File: src/rtl/mc_datapath.sv
// mc_datapath: multi-cycle CPU datapath (PC, SP, MAR, MDR, IR, Y, register
// bank, ALU, NVCZ flags) driven one micro-op at a time by the control unit.
// Optional build macro: MC_DATAPATH_MEM_TIMEOUT_EN adds a memory-wait
// timeout that aborts a stuck access and raises the sticky mem_err flag.
module mc_datapath #(
  parameter int unsigned       WIDTH    = 16,
  parameter int unsigned       NREG     = 8,
  parameter logic [WIDTH-1:0]  RESET_PC = '0,
  parameter logic [WIDTH-1:0]  RESET_SP = '1,
  parameter int unsigned       TIMEOUT  = 255,
  localparam int unsigned      RSEL_W   = $clog2(NREG)
) (
  input  logic              clk,
  input  logic              rst_n,
  input  logic              uop_valid,
  output logic              uop_ready,
  input  logic [2:0]        uop_src,
  input  logic [RSEL_W-1:0] uop_rsel,
  input  logic [2:0]        uop_alu,
  input  logic [7:0]        uop_dst,
  input  logic [1:0]        uop_mem,
  output logic              mem_req,
  output logic              mem_we,
  output logic [WIDTH-1:0]  mem_addr,
  output logic [WIDTH-1:0]  mem_wdata,
  input  logic [WIDTH-1:0]  mem_rdata,
  input  logic              mem_ack,
  output logic [WIDTH-1:0]  ir,
  output logic [3:0]        flags,
  output logic              mem_err
);

  localparam int unsigned MSB = WIDTH - 1;
  localparam logic [WIDTH:0]   ONE_EXT = {{WIDTH{1'b0}}, 1'b1};
  localparam logic [WIDTH-1:0] ONE_W   = {{(WIDTH-1){1'b0}}, 1'b1};

  typedef enum logic {ST_IDLE = 1'b0, ST_MEM = 1'b1} state_e;

  state_e           state_q, state_d;
  logic [WIDTH-1:0] pc_q, sp_q, mar_q, mdr_q, ir_q, y_q;
  logic [WIDTH-1:0] reg_q [NREG];
  logic [3:0]       flags_q;
  logic             mem_req_q, mem_we_q;

  logic             is_mem_s, accept_s, reg_op_s, timeout_hit_s;
  logic [WIDTH-1:0] x_s, z_s;
  logic [WIDTH:0]   res_ext_s;
  logic             c_s, v_s;

  assign is_mem_s  = (uop_mem == 2'd1) || (uop_mem == 2'd2);
  assign accept_s  = uop_valid && (state_q == ST_IDLE);
  assign reg_op_s  = accept_s && !is_mem_s;
  assign uop_ready = (state_q == ST_IDLE);

`ifdef MC_DATAPATH_MEM_TIMEOUT_EN
  localparam int unsigned TO_W = $clog2(TIMEOUT + 1);
  logic [TO_W-1:0] to_cnt_q;
  logic            mem_err_q;

  assign timeout_hit_s = (state_q == ST_MEM) && !mem_ack &&
                         (to_cnt_q == TO_W'(TIMEOUT - 1));
  assign mem_err       = mem_err_q;

  // Count cycles spent waiting in MEM; latch the sticky error on expiry.
  always_ff @(posedge clk or negedge rst_n) begin
    if (!rst_n) begin
      to_cnt_q  <= '0;
      mem_err_q <= 1'b0;
    end else begin
      if (state_q == ST_MEM) begin
        to_cnt_q <= to_cnt_q + TO_W'(1);
      end else begin
        to_cnt_q <= '0;
      end
      if (timeout_hit_s) begin
        mem_err_q <= 1'b1;
      end else begin
        mem_err_q <= mem_err_q;
      end
    end
  end
`else
  assign timeout_hit_s = 1'b0;
  assign mem_err       = 1'b0;
`endif

  // X bus source select and ALU (Z = f(Y, X)) with carry/borrow and overflow.
  always_comb begin
    x_s       = '0;
    res_ext_s = '0;
    c_s       = 1'b0;
    v_s       = 1'b0;
    case (uop_src)
      3'd0:    x_s = pc_q;
      3'd1:    x_s = sp_q;
      3'd2:    x_s = mdr_q;
      3'd3:    x_s = reg_q[uop_rsel];
      3'd4:    x_s = ir_q;
      3'd5:    x_s = y_q;
      3'd6:    x_s = '0;
      3'd7:    x_s = ONE_W;
      default: x_s = '0;
    endcase
    case (uop_alu)
      3'd0: res_ext_s = {1'b0, x_s};
      3'd1: begin
        res_ext_s = {1'b0, y_q} + {1'b0, x_s};
        c_s = res_ext_s[WIDTH];
        v_s = (y_q[MSB] == x_s[MSB]) && (res_ext_s[MSB] != y_q[MSB]);
      end
      3'd2: begin
        // Top bit of the extended difference is the unsigned borrow.
        res_ext_s = {1'b0, y_q} - {1'b0, x_s};
        c_s = res_ext_s[WIDTH];
        v_s = (y_q[MSB] != x_s[MSB]) && (res_ext_s[MSB] != y_q[MSB]);
      end
      3'd3: res_ext_s = {1'b0, y_q & x_s};
      3'd4: res_ext_s = {1'b0, y_q | x_s};
      3'd5: res_ext_s = {1'b0, y_q ^ x_s};
      3'd6: begin
        res_ext_s = {1'b0, x_s} + ONE_EXT;
        c_s = res_ext_s[WIDTH];
        v_s = !x_s[MSB] && res_ext_s[MSB];
      end
      3'd7: begin
        res_ext_s = {1'b0, x_s} - ONE_EXT;
        c_s = res_ext_s[WIDTH];
        v_s = x_s[MSB] && !res_ext_s[MSB];
      end
      default: res_ext_s = {1'b0, x_s};
    endcase
    z_s = res_ext_s[WIDTH-1:0];
  end

  // Next-state logic: enter MEM on a memory micro-op, leave on ack or timeout.
  always_comb begin
    state_d = state_q;
    case (state_q)
      ST_IDLE: begin
        if (accept_s && is_mem_s) begin
          state_d = ST_MEM;
        end else begin
          state_d = ST_IDLE;
        end
      end
      ST_MEM: begin
        if (mem_ack || timeout_hit_s) begin
          state_d = ST_IDLE;
        end else begin
          state_d = ST_MEM;
        end
      end
      default: state_d = ST_IDLE;
    endcase
  end

  // State register plus registered memory request/direction.
  always_ff @(posedge clk or negedge rst_n) begin
    if (!rst_n) begin
      state_q   <= ST_IDLE;
      mem_req_q <= 1'b0;
      mem_we_q  <= 1'b0;
    end else begin
      state_q   <= state_d;
      mem_req_q <= (state_d == ST_MEM);
      if (accept_s && is_mem_s) begin
        mem_we_q <= (uop_mem == 2'd2);
      end else if (state_d == ST_IDLE) begin
        mem_we_q <= 1'b0;
      end else begin
        mem_we_q <= mem_we_q;
      end
    end
  end

  // Architectural registers: masked loads from Z (Y from X), MDR from memory.
  always_ff @(posedge clk or negedge rst_n) begin
    if (!rst_n) begin
      pc_q    <= RESET_PC;
      sp_q    <= RESET_SP;
      mar_q   <= '0;
      mdr_q   <= '0;
      ir_q    <= '0;
      y_q     <= '0;
      flags_q <= 4'd0;
      for (int i = 0; i < int'(NREG); i++) begin
        reg_q[i] <= '0;
      end
    end else begin
      if (reg_op_s) begin
        if (uop_dst[0]) pc_q  <= z_s;
        if (uop_dst[1]) sp_q  <= z_s;
        if (uop_dst[2]) mar_q <= z_s;
        if (uop_dst[3]) mdr_q <= z_s;
        if (uop_dst[4]) ir_q  <= z_s;
        if (uop_dst[5]) y_q   <= x_s;
        if (uop_dst[6]) reg_q[uop_rsel] <= z_s;
        if (uop_dst[7]) flags_q <= {z_s[MSB], v_s, c_s, (z_s == '0)};
      end else if ((state_q == ST_MEM) && mem_ack && !mem_we_q) begin
        mdr_q <= mem_rdata;
      end
    end
  end

  assign mem_req   = mem_req_q;
  assign mem_we    = mem_we_q;
  assign mem_addr  = mar_q;
  assign mem_wdata = mdr_q;
  assign ir        = ir_q;
  assign flags     = flags_q;

endmodule
File: config.mk
export PLATFORM = sky130hd
export DESIGN_NAME = mc_datapath
export DESIGN_NICKNAME = d
export VERILOG_FILES = /design/src/rtl/mc_datapath.sv
export SDC_FILE = /design/constraint.sdc
export NUM_CORES = 1
export LEC_CHECK = 0
export ABC_AREA = 1
export ABC_CLOCK_PERIOD_IN_PS = 3300
export CORE_MARGIN = 1.5
export CORE_UTILIZATION = 30
export CTS_BUF_LIST = sky130_fd_sc_hd__clkbuf_8
export DETAILED_ROUTE_END_ITERATION = 10
export GPL_TIMING_DRIVEN = 0
export PLACE_DENSITY_LB_ADDON = 0.12
export SYNTH_ARGS = -nofsm -noshare
export SYNTH_HDL_FRONTEND = slang
export SYNTH_SLANG_ARGS = --single-unit
File: constraint.sdc
create_clock -name clk -period 3.3 [get_ports clk]
set_clock_uncertainty 0.1 [all_clocks]
set_input_delay 0.33 -clock clk [delete_from_list [all_inputs] [get_ports clk]]
set_output_delay 0.33 -clock clk [all_outputs]
set_load 0.05 [all_outputs]
==> results of run 1 <==
## per-stage QoR
step | power [uW] | cell area [um2] | setup WS, ns | hold WS (ns) | TNS (ns)
finish | 15300 | 19500 | -0.396 | 0.107 | -28.33
global route | 16100 | 19500 | -0.503 | 0.142 | -47.21
CTS | 14500 | 18500 | -0.298 | 0.0926 | -15.83
detailed placement | 10400 | 16100 | -2.24 | 0.150 | -374.93
global placement | 10300 | 16000 | -9.83 | 0.363 | -2355.11
floorplan | 8050 | 14300 | 0.00367 | -0.0656 | 0
## critical path: cells and delay by family, from the launching register on
family	cells	cell delay, ns
DFF	1	0.47
adders and majority gates	2	0.56
and+or+nand+nor	9	0.88
AOI/OAI and AO/OA	7	1.04
buffers and inverters	5	0.54
## cells in the final DEF, fill, tap and decap left out, types with 8 or more instances in the layout
cell	count
sky130_fd_sc_hd__nand4_1	20
sky130_fd_sc_hd__nand2_4	28
sky130_fd_sc_hd__buf_6	29
sky130_fd_sc_hd__dfstp_2	16
sky130_fd_sc_hd__o21ai_0	146
sky130_fd_sc_hd__nand3_2	25
sky130_fd_sc_hd__nand3_1	75
sky130_fd_sc_hd__nand3_4	9
sky130_fd_sc_hd__buf_2	8
sky130_fd_sc_hd__nor2_1	77
sky130_fd_sc_hd__ha_4	13
sky130_fd_sc_hd__nand2_1	676
sky130_fd_sc_hd__buf_4	74
sky130_fd_sc_hd__inv_1	141
sky130_fd_sc_hd__a21oi_2	11
sky130_fd_sc_hd__nand2_2	54
sky130_fd_sc_hd__o211ai_1	9
sky130_fd_sc_hd__o21ai_1	51
sky130_fd_sc_hd__o21ai_2	76
sky130_fd_sc_hd__clkbuf_1	47
sky130_fd_sc_hd__ha_1	34
sky130_fd_sc_hd__dfrtp_1	208
sky130_fd_sc_hd__clkbuf_8	52
sky130_fd_sc_hd__nor2_2	28
sky130_fd_sc_hd__buf_12	18
sky130_fd_sc_hd__a21oi_4	12
sky130_fd_sc_hd__clkdlybuf4s50_1	84
sky130_fd_sc_hd__nor2_4	19
sky130_fd_sc_hd__inv_2	24
sky130_fd_sc_hd__a31oi_1	12
sky130_fd_sc_hd__a21oi_1	30
sky130_fd_sc_hd__o22ai_1	26
## final cells by class
class                           count  area (um2)
Buffer                            100         767
Tap cell                          607         759
Timing Repair Buffer              185        1940
Sequential cell                   230        5780
Clock inverter                     29         126
Clock buffer                       52         716
Multi-Input combinational cell   1504        8720
Fill cell                        4870       27300
Inverter                          163         663
## power by group
group / switching [uW] / internal (uW)
combinational: 5030 / 3030
clock: 1350 / 1430
sequential: 686 / 3750
total: 7070 / 8210
## cells in the mapped netlist, types with 4 or more instances
master                     instances  area (um2)
sky130_fd_sc_hd__nor2_1          101         379
sky130_fd_sc_hd__nand2_1         736        2760
sky130_fd_sc_hd__nor3_1           12        60.1
sky130_fd_sc_hd__o21ai_2          11        96.3
sky130_fd_sc_hd__or2_1             5        31.3
sky130_fd_sc_hd__nand2_2          20         125
sky130_fd_sc_hd__dfrtp_1         214        5360
sky130_fd_sc_hd__o22ai_1          26         163
sky130_fd_sc_hd__nand4_1          20         125
sky130_fd_sc_hd__inv_1           140         526
sky130_fd_sc_hd__dfstp_2          16         420
sky130_fd_sc_hd__nor2_4           11         124
sky130_fd_sc_hd__buf_2            15        75.1
sky130_fd_sc_hd__nor2_2           12        75.1
sky130_fd_sc_hd__clkbuf_1         59         221
sky130_fd_sc_hd__inv_2            15        56.3
sky130_fd_sc_hd__or2_2             5        31.3
sky130_fd_sc_hd__a31oi_1          13        81.3
sky130_fd_sc_hd__a21oi_1          52         260
sky130_fd_sc_hd__o21ai_1          68         340
sky130_fd_sc_hd__ha_1             51         638
sky130_fd_sc_hd__nand3_1         105         526
sky130_fd_sc_hd__buf_4            15         113
sky130_fd_sc_hd__buf_6            12         135
sky130_fd_sc_hd__clkinv_1          6        22.5
sky130_fd_sc_hd__o211ai_1          9        67.6
sky130_fd_sc_hd__o21ai_0         199         996
sky130_fd_sc_hd__nand2_4           4        45.0
sky130_fd_sc_hd__a221oi_1          5        43.8
## per-layer routing
metal	share of wire [%]	routed length [um]	GRT usage (%)
met5	0	0	0
met1	44	27900	33.9
met4	3.7	2320	10.1
met3	5.7	3580	4.29
met2	46	29100	40.9
## path summary, 6_finish.rpt
kind / to / slack [ns] / cells after the start
max reg2reg: ir[10] / -0.40 / 23
min reg2reg: sp_q[5] / 0.38 / 2
min in group clk: mem_req / 0.23 / 2
max: ir[10] / -0.40 / 23
max in group asynchronous: ir[2] / 1.60 / 4
min: reg_q[51] / 0.11 / 2
## state kept, by name, indices dropped and copies added (netlist names)
| signal | flops |
|---|---|
| y_q | 16 |
| mem_req | 1 |
| sp_q | 16 |
| pc_q | 16 |
| mem_wdata | 16 |
| ir | 16 |
| reg_q | 128 |
| mem_addr | 16 |
| mem_we | 1 |
| flags | 4 |
## repair_timing
item | CTS | global route
resized for setup | 298 | 196
hold buffers | 1 | 0
buffers inserted | 49 | 37
hold endpoints to repair | 115 | 0
gates cloned | 5 | 3
endpoints found under the setup margin | 210 | 208
pin swaps | 68 | 49
## logic make-up after synthesis
kind of cell               synth area share (%)
adders and majority gates                  4.75
DFF                                        40.4
muxes                                     0.237
buffers and inverters                      8.21
other                                    0.0263
xor gates and xnor gates                  0.184
and+or+nand+nor                            30.7
AOI/OAI and AO/OA                          15.5
==> metrics.txt, run 1 <==
nets@finish 2320; arrival time of data at the critical path endpoint 4.11 ns; class of the tightest hold or removal check in -> async; delay of the slowest critical-path stage 0.47 ns; H-tree levels 2; weighted congestion reported at the end of routability-driven placement 0.889; area added between synthesis and finish 36.4%; drt first pass iters 5; share of final-layout standard cells stronger than drive strength 1 25.8%; required time of the critical path 3.72 ns; Achievable Freq 271 MHz; combined area of all synthesized cells 0.0143 mm2; number of antenna-violating nets in the routed design 0; worst IR drop on VDD 446 uV; detailed placement HPWL 43900 um; endpoint class of the critical path flip-flop; final number of setup-violating endpoints 131; ratio of final minimum period to clock period 112%; critical path's most frequent cell sky130_fd_sc_hd__nand2_4; CTS tree done; Max Buffers Root-to-Sink 3; count of buffers from port buffering 89; Util after Layout 41.6%; Worst setup SP type flip-flop; post-detailed-route via-to-cell ratio 5.18; Routed WL per cell 21.9 um; RR Startpoint y_q[0]; total routing resource utilization after global routing 25.4%; mean post-synth cell area 7.14 um2; Setup crit start y_q[0]; number of distinct library cell variants in the gate-level netlist after synthesis 55; count of vias placed by the detailed router 14900; P_leak 0.00916 uW; number of antenna cells inserted 0; P per Cell Area 785 mW/mm2; die footprint 0.0489 mm2; area of the core region 0.0468 mm2; worst-path cell with the longest stage delay sky130_fd_sc_hd__dfrtp_2; Max Cap Violations 0; clk_lat worst skew 0.61 ns; CP Cell Sequence o211ai_1 > nand2_1 > nor2_2 > nand2_4 > nand2_4 > inv_6 > ha_4 > fa_2 > a21oi_4 > o21ai_4 > nand2_1 > nand2_2 > a21oi_4 > buf_6 > buf_6 > o21ai_1 > a21oi_2 > nor2_2 > nand3_2 > nand2_4 > buf_12 > buf_16 > o21ai_2; number of standard-cell rows in the floorplan 79; number of synthesized flops with an enable pin 0; Syn. warnings 0; root buf cell sky130_fd_sc_hd__clkbuf_8; starting density of the core 30.5%; violated checks setup timing; number of slew-limit violations in the final report 0; number of cells produced by synthesis 2000; most used flip-flop cell after synthesis sky130_fd_sc_hd__dfrtp_1; final hold vios 0; placed cell count 2698; die height 221 um; top-level I/O count 95; pin count of the biggest net entering global routing 116; unrepaired setup endpoints after global routing yes; antenna violations before repair 0; sink count of the clock tree 230; net count of the mapped netlist 2092; relative max-transition margin 21.5%; via count of the first global-routing pass 14700; Worst Tran Pin Value 1.17 ns; number of buffers created by CTS 44; register area share after synthesis 40.4%; global route total overflow 0; count of state elements after synthesis 230; wire length of the first global-routing pass 93100 um; clock transition at the register clock pins on the worst setup and hold paths after CTS 0.06 ns; run status finished with violations; least setup slack across all paths after layout -0.396 ns; minimum clock period after layout 3.70 ns; number of DRC markers in iteration 0 1359; Die X 221 um; overall routed net length 62900 um; Worst Path Max Fanout 5; # DRC 0; Async SR Flop Fraction 100%; post-route non-filler standard cell count 2870; Crit Path Class reg -> reg
(Power assumes the default switching activity.)
==> inputs of run 2 (changes only) <==
CTS_CLUSTER_DIAMETER = 150   (was not set)
TNS_END_PERCENT = 10   (was not set)
==> metrics.txt, run 2 (synthesis gave the netlist of run 1 again) <==
# DRC 0; number of antenna cells inserted 0; area added between synthesis and finish 31.1%; commonest non-fill, non-tap cells in the layout sky130_fd_sc_hd__nand2_1, sky130_fd_sc_hd__dfrtp_1, sky130_fd_sc_hd__o21ai_0; least setup slack across all paths after layout -0.358 ns; top-level I/O count 95; RR Startpoint reg_q[0]; post-route worst hold slack 0.137 ns; number of slew-limit violations in the final report 0; final hold vios 0; required time of the critical path 3.73 ns; weighted congestion reported at the end of routability-driven placement 0.911; nets@finish 2292; run status finished with violations; Achievable Freq 273 MHz; number of standard-cell rows in the floorplan 79; Die X 221 um; count of buffers from port buffering 89; relative max-transition margin 19.7%; critical path's top delay family simple AND/OR/NAND/NOR gates; most common cell after layout, fill and taps aside sky130_fd_sc_hd__nand2_1; pin count of the biggest net entering global routing 103; placement-stage worst setup slack -2.28 ns; area of all placed cells without fillers 0.0187 mm2; post-detailed-route via-to-cell ratio 5.17; Worst setup SP type flip-flop; number of antenna-violating nets in the routed design 0; total routing resource utilization after global routing 24.8%; root buf cell sky130_fd_sc_hd__clkbuf_8; detailed placement HPWL 44000 um; Max Buffers Root-to-Sink 3; arrival time of data at the critical path endpoint 4.09 ns; Fillers 4945; worst IR drop on VDD 528 uV; worst-path cell with the longest stage delay sky130_fd_sc_hd__fa_2; share of final-layout standard cells stronger than drive strength 1 21.4%; CTS tree done; Max Cap Violations 0; placed cell count 2698; minimum clock period after layout 3.66 ns; P_leak 0.00883 uW; antenna violations before repair 2; die height 221 um; violated checks setup timing; number of buffers created by CTS 47; Crit Path Class reg -> reg; count of vias placed by the detailed router 14700; wire length of the first global-routing pass 90900 um; worst reg-to-reg setup slack -0.36 ns; endpoint class of the critical path flip-flop; P per Cell Area 793 mW/mm2; area of the core region 0.0468 mm2; delay of the slowest critical-path stage 0.40 ns; post-route non-filler standard cell count 2841; starting density of the core 30.5%; final number of setup-violating endpoints 143; number of DRC markers in iteration 0 1148; drt first pass iters 5; die footprint 0.0489 mm2; Worst Tran Pin Value 1.20 ns; H-tree levels 2; clock transition at the register clock pins on the worst setup and hold paths after CTS 0.06 ns; number of flip-flops under the largest register name 128; sink count of the clock tree 230; overall routed net length 61400 um; Fin Setup TNS -22.07 ns; clk_lat worst skew 0.63 ns; Routed WL per cell 21.6 um; top register by number of flip-flops reg_q; ratio of final minimum period to clock period 111%; Critical path buffers and inverters 1; FF-to-FF End flags[0]; Worst Path Max Fanout 4; class of the tightest hold or removal check in -> async; global route total overflow 0; worst-case reg-to-reg path depth 27; instance area at placement 0.0161 mm2; via count of the first global-routing pass 14500; unrepaired setup endpoints after global routing yes
run 2: cell count changes in the layout (fill, tap and decap cells not counted), sizes merged:
cell,change
clkinvlp,-2
clkdlybuf4s15,-1
clkinv,+2
inv,-7
clkbuf,+8
buf,-30
bufinv,+1
run 2: final cells by class:
| class | count | area [um2] | area share (%) |
|---|---|---|---|
| clock inverter | 23 | 143 | 0.762 |
| buffer | 100 | 761 | 4.06 |
| clock buffer | 60 | 826 | 4.41 |
| sequential | 230 | 5780 | 30.9 |
| timing repair buffer | 154 | 1490 | 7.97 |
| tap | 607 | 759 | 4.06 |
| multi-input combinational | 1504 | 8300 | 44.4 |
| inverter | 163 | 653 | 3.49 |
run 2: metrics by stage:
stage | utilization (%) | power (uW)
5_1_grt | 40.0 | 15700
2_1_floorplan | - | 8050
3_5_place_dp | 34.3 | 10300
3_3_place_gp | 34.2 | 10300
4_1_cts | 38.7 | 14300
6_report | 40.0 | 14800
run 2: routing by layer:
metal	GRT usage (%)	vias up	part of all wire, %	wire length [um]
li1	-	6909	-	-
met1	33.0	7164	44	27100
met2	39.3	487	45	27800
met3	3.96	127	6.0	3680
met4	11.4	4	4.3	2650
met5	1.76	-	0.20	121
run 2: worst reg2reg max path: cells and delay by family (launching register included):
family | cells | cell delay, ns
flops | 1 | 0.38
compound gates | 4 | 0.59
fa+ha+maj | 2 | 0.56
simple gates | 20 | 1.87
buf+inv | 1 | 0.05
run 2: worst max path at each step:
stage	cells after the start	to	startpoint
3_3_place_gp	1	mem_wdata[2]	rst_n
4_1_cts	25	flags[0]	reg_q[66]
5_1_grt	27	flags[0]	reg_q[48]
6_report	27	flags[0]	reg_q[0]
3_5_place_dp	23	ir[4]	uop_rsel[1]
2_1_floorplan	29	pc_q[15]	uop_rsel[0]
run 2: repair_timing:
| action | in CTS | in global routing |
|---|---|---|
| setup buffers | 38 | 22 |
| endpoints found under the hold margin | 69 | 0 |
| endpoints found under the setup margin | 210 | 204 |
| resized for setup | 210 | 120 |
| cloned | 0 | 2 |
| hold buffers | 1 | 0 |
| pin swaps | 47 | 67 |
run 2: where the power goes:
group	internal, uW	switching [uW]	leakage (uW)
combinational	2600	4740	0.00531
clock	1710	1370	0.000560
sequential	3750	660	0.00297
